[config.mk]
export PLATFORM = sky130hd
export DESIGN_NAME = systolic_result_drain
export DESIGN_NICKNAME = d
export VERILOG_FILES = /design/src/rtl/systolic_result_drain.sv
export SDC_FILE = /design/constraint.sdc
export NUM_CORES = 1
export LEC_CHECK = 0
export ABC_CLOCK_PERIOD_IN_PS = 4400
export CORE_MARGIN = 2
export CORE_UTILIZATION = 40
export DETAILED_ROUTE_END_ITERATION = 16
export PLACE_DENSITY = 0.64
export SYNTH_ARGS = -nofsm -noshare
export SYNTH_HDL_FRONTEND = slang
export SYNTH_SLANG_ARGS = --single-unit
[constraint.sdc]
create_clock -name sys_clk -period 4.4 [get_ports sys_clk]
set_clock_uncertainty 0.05 [all_clocks]
set_input_delay 0.44 -clock sys_clk [delete_from_list [all_inputs] [get_ports sys_clk]]
set_output_delay 0.44 -clock sys_clk [all_outputs]
set_load 0.02 [all_outputs]
[src/rtl/systolic_result_drain.sv]
// systolic_result_drain: snapshot the array's result matrix on done rise and stream it row-major over valid/ready
module systolic_result_drain #(
  parameter int BITWIDTH = 8,
  parameter int IS_BITWIDTH_DOUBLE_SCALE = 1,
  parameter int X_ROW = 3,
  parameter int Y_COL = 3,
  parameter int OUT_BITWIDTH = 16,
  localparam int RW = BITWIDTH * (IS_BITWIDTH_DOUBLE_SCALE + 1),
  localparam int RBW = X_ROW > 1 ? $clog2(X_ROW) : 1,
  localparam int CBW = Y_COL > 1 ? $clog2(Y_COL) : 1
) (
  input  logic                           sys_clk,
  input  logic                           sys_rst_n,
  input  logic                           array_done,
  input  logic [RW*X_ROW*Y_COL-1:0]      Z,
  output logic                           m_valid,
  input  logic                           m_ready,
  output logic signed [OUT_BITWIDTH-1:0] m_data,
  output logic [RBW-1:0]                 m_row,
  output logic [CBW-1:0]                 m_col,
  output logic                           m_last,
  output logic                           busy,
  output logic                           overrun,
  output logic                           sat_flag,
  input  logic                           clear_flags
);
  localparam int N = X_ROW * Y_COL;
  localparam int IW = N > 1 ? $clog2(N) : 1;
  typedef enum logic {IDLE, SEND} state_t;
  state_t state;
  logic done_d;
  logic signed [RW-1:0] snap [N];
  logic [IW-1:0] idx;
  logic [RBW-1:0] row;
  logic [CBW-1:0] col;
  logic signed [RW-1:0] cur;
  logic signed [OUT_BITWIDTH-1:0] data_c;
  logic clip, done_rise, hs, last_hs;
  assign done_rise = array_done & ~done_d;
  assign busy = state == SEND;
  assign m_valid = busy;
  assign m_last = busy && idx == IW'(N - 1);
  assign hs = busy & m_ready;
  assign last_hs = hs & m_last;
  assign cur = snap[idx];
  assign m_data = data_c;
  assign m_row = row;
  assign m_col = col;
  if (OUT_BITWIDTH >= RW) begin : g_ext
    assign data_c = OUT_BITWIDTH'(cur);
    assign clip = 1'b0;
  end else begin : g_sat
    localparam logic signed [RW-1:0] HI = RW'((64'sd1 <<< (OUT_BITWIDTH - 1)) - 64'sd1);
    localparam logic signed [RW-1:0] LO = ~HI;
    assign clip = (cur > HI) || (cur < LO);
    assign data_c = cur > HI ? HI[OUT_BITWIDTH-1:0] : cur < LO ? LO[OUT_BITWIDTH-1:0] : cur[OUT_BITWIDTH-1:0];
  end
  // capture on done rise (also back-to-back on the last handshake), walk the pointer on each handshake, keep sticky flags
  always_ff @(posedge sys_clk or negedge sys_rst_n) begin
    if (!sys_rst_n) begin
      state <= IDLE;
      done_d <= 1'b1;
      idx <= '0;
      row <= '0;
      col <= '0;
      overrun <= 1'b0;
      sat_flag <= 1'b0;
      for (int i = 0; i < N; i++) snap[i] <= '0;
    end else begin
      done_d <= array_done;
      if (done_rise && (!busy || last_hs)) begin
        state <= SEND;
        idx <= '0;
        row <= '0;
        col <= '0;
        for (int i = 0; i < N; i++) snap[i] <= Z[i*RW +: RW];
      end else if (hs) begin
        if (m_last) state <= IDLE;
        else begin
          idx <= idx + 1'b1;
          col <= col == CBW'(Y_COL - 1) ? '0 : col + 1'b1;
          row <= col == CBW'(Y_COL - 1) ? row + 1'b1 : row;
        end
      end
      overrun <= (done_rise & busy & ~last_hs) ? 1'b1 : clear_flags ? 1'b0 : overrun;
      sat_flag <= (hs & clip) ? 1'b1 : clear_flags ? 1'b0 : sat_flag;
    end
  end
endmodule
==> reports/qor.csv <==
stage,metric,value,unit
cts,post-cts resize count,0,
routing,Detailed Route WL,17300,um
timing,"Slew Viols, Final",0,
worst_setup_path,CP Data Required Time,3.91,ns
routing,drt wl/cell,19.2,um
worst_setup_path,worst path bufs/invs,2,
cts,CTS tree,built,
synthesis,syn nets,648,
worst_setup_path,CP max stage cell,dfrtp_2,
timing,crit path time final,3.64,ns
worst_setup_path,CP endpoint kind,primary output,
floorplan,I/O pin count,174,
cts,CTS H-tree lvls,4,
synthesis,ys flop type,dfrtp_1,
cts,clk slew on worst S/H paths,0.06,ns
worst_setup_path,Setup crit start kind,flop,
global_route,met1 Use GR,28.6,%
timing,final number of setup-violating endpoints,0,
synthesis,Syn Area/Cell,14.3,um2
floorplan,core area,17300,um2
synthesis,register area share after synthesis,54.7,%
worst_setup_path,WS Path Type,flop to primary output,
routing,DRT antenna net count,0,
finish,# diodes,0,
floorplan,Rows,48,
routing,Residual DRC,0,
timing,setup total negative slack,0,ns
cts,clock sinks,155,
worst_setup_path,crit-path cells,buf_4 > mux2_2 > o22ai_1 > o31ai_1 > clkdlybuf4s50_1,
finish,net count reported at finish,812,
timing,Final Hold Viols,0,
timing,actual slew at the worst max-slew pin,0.969,ns
worst_setup_path,"slowest stage delay, CP",0.83,ns
power_and_ir_drop,Leak Pwr,0.00396,uW
finish,"commonest cells after routing, fill and taps aside","171 x clkdlybuf4s50_1, 153 x dfrtp_1, 106 x mux2_2",
routing,Detailed Routing Iterations Pass 1,6,
cts,Setup Buffers After CTS,0,
finish,layout cells sized above 1,24.6,%
place,dpl ws,1.14,ns
synthesis,Synth async-reset ratio,100,%
global_route,first-pass GRT wire length,27100,um
timing,RSZ-0062 raised after global routing,false,
place,DP HPWL,12400,um
cts,CTS max path bufs,2,
timing,crit share post-route,82.6,%
timing,fmax,275,MHz
cts,worst skew pair latency,0.42,ns
floorplan,die height,137,um
finish,P&R area growth vs syn,34.7,%
place,GPL Wtd Cong,0.824,
floorplan,die footprint,18800,um2
cts,Clk Tree Root Cell,clkbuf_16,
place,# port buffers,172,
routing,DRT iter0 DRCs,218,
hold_path,hold crit path type,primary input to async pin,
routing,vias,4682,
global_route,M2 GR Usage,27.8,%
global_route,GR Util met3,4.71,%
run,max cap viols,0,
global_route,All-Layer GR Usage,19.2,%
floorplan,Die Width,137,um
synthesis,Ys Warns,0,
outcome,status,finished clean,
synthesis,"Cell Area, Synth",7100,um2
power_and_ir_drop,PD cells,698,nW/um2
power_and_ir_drop,Worst VDD drop,292,uV
synthesis,Seq cells post-synth,155,
worst_setup_path,Max Fanout on Critical Path,32,
finish,"commonest non-fill, non-tap cell in the layout",clkdlybuf4s50_1,
floorplan,initial core utilization,41.0,%
synthesis,number of enable flip-flop cells after synthesis,0,
synthesis,synthesized instance count,497,
worst_setup_path,"delay-heaviest family, CP",buffers and inverters,
global_route,initial antenna violation count,0,
cts,TritonCTS buffer count,17,
global_route,GR peak layer,met1,
cts,Post-CTS Hold Buffers,0,
global_route,vias in the first global route,5064,
timing,setup ws final,0.765,ns
timing,max_slew headroom,35.1,%
global_route,pin count of the biggest net entering global routing,78,
worst_setup_path,Critical Path AT,3.15,ns
routing,Avg Vias per Cell,5.21,
global_route,remaining global-route overflow,0,
synthesis,library cells used by synthesis,31,
finish,Filler Cells Inserted,1409,
## power by group
part | switching [uW] | internal (uW) | total (uW)
sequential | 442 | 2100 | 2550
clock | 568 | 862 | 1430
combinational | 1170 | 1520 | 2700
## kinds of logic (layout without fill, tap and decap cells)
group | count (synthesis) | count (layout) | synth area share (%)
compound gates | 49 | 49 | 4.49
fa+ha+maj | 2 | 2 | 0.352
buf+inv | 41 | 218 | 3.52
flops | 155 | 155 | 54.7
mux | 192 | 192 | 33.0
other cells | 1 | 1 | 0.0528
simple gates | 57 | 57 | 3.93
## synth_stat cells, types with 2 or more instances
cell,number,share of area [%]
or4_1,3,0.32
nand2b_1,3,0.26
o22ai_1,17,1.5
dfrtp_1,154,54
mux2_2,106,17
ha_1,2,0.35
inv_1,5,0.26
nor2_1,17,0.90
nand2_1,21,1.1
nor4_1,2,0.18
a21oi_1,7,0.49
and2_1,2,0.18
mux2_1,70,11
nand3_1,3,0.21
buf_2,14,0.99
buf_6,9,1.4
nand4b_1,2,0.25
o21ai_0,5,0.35
clkbuf_1,9,0.48
mux4_2,16,5.1
buf_4,3,0.32
o31ai_1,18,1.9
## final timing paths
check                        endpoint       start  cells past startpoint  slack, ns
setup / recovery           m_data[10]      idx[0]                      5       0.76
hold / removal               snap[20]   sys_rst_n                      1      0.004
setup reg to reg             snap[60]      idx[0]                      6       1.42
hold reg to reg              snap[37]    snap[37]                      1       0.43
max in group asynchronous      idx[0]   sys_rst_n                      2       3.19
min in group sys_clk           done_d  array_done                      1       0.41
## registers in the layout, indices dropped and copies added, names as in the netlist
name and flops:
busy 1, done_d 1, m_col 2, snap 144
overrun 1, idx 4, m_row 2
## final cells by class
cell class                      instances  area (um2)  share of cell area [%]
Sequential cell                       155        3880                    40.6
Multi-Input combinational cell        301        2990                    31.2
Timing Repair Buffer                  181        1820                    19.0
Clock buffer                           21         460                    4.81
Tap cell                              225         282                    2.94
Clock inverter                         11         120                    1.26
Inverter                                5        18.8                   0.196
## stage by stage
stage / cells / area [um2] / hold WS [ns] / util (%) / total power (uW)
floorplan: 497 / 7100 / 0.0944 / - / 4250
finish: 899 / 9560 / 0.00388 / 55.3 / 6670
detailed placement: 867 / 8980 / 0.422 / 51.9 / 5290
CTS: 899 / 9560 / 0.0304 / 55.3 / 6750
global route: 899 / 9560 / 0.0425 / 55.3 / 7080
global placement: 867 / 8980 / 0.412 / 51.9 / 5200
## metal layers
| metal | up-vias | share of wire, % |
|---|---|---|
| met5 | - | 0 |
| met4 | 0 | 1.2 |
| met3 | 14 | 5.5 |
| met2 | 153 | 44 |
| met1 | 2364 | 49 |
| li1 | 2151 | - |
No activity file was read; power rests on OpenSTA's default activity.
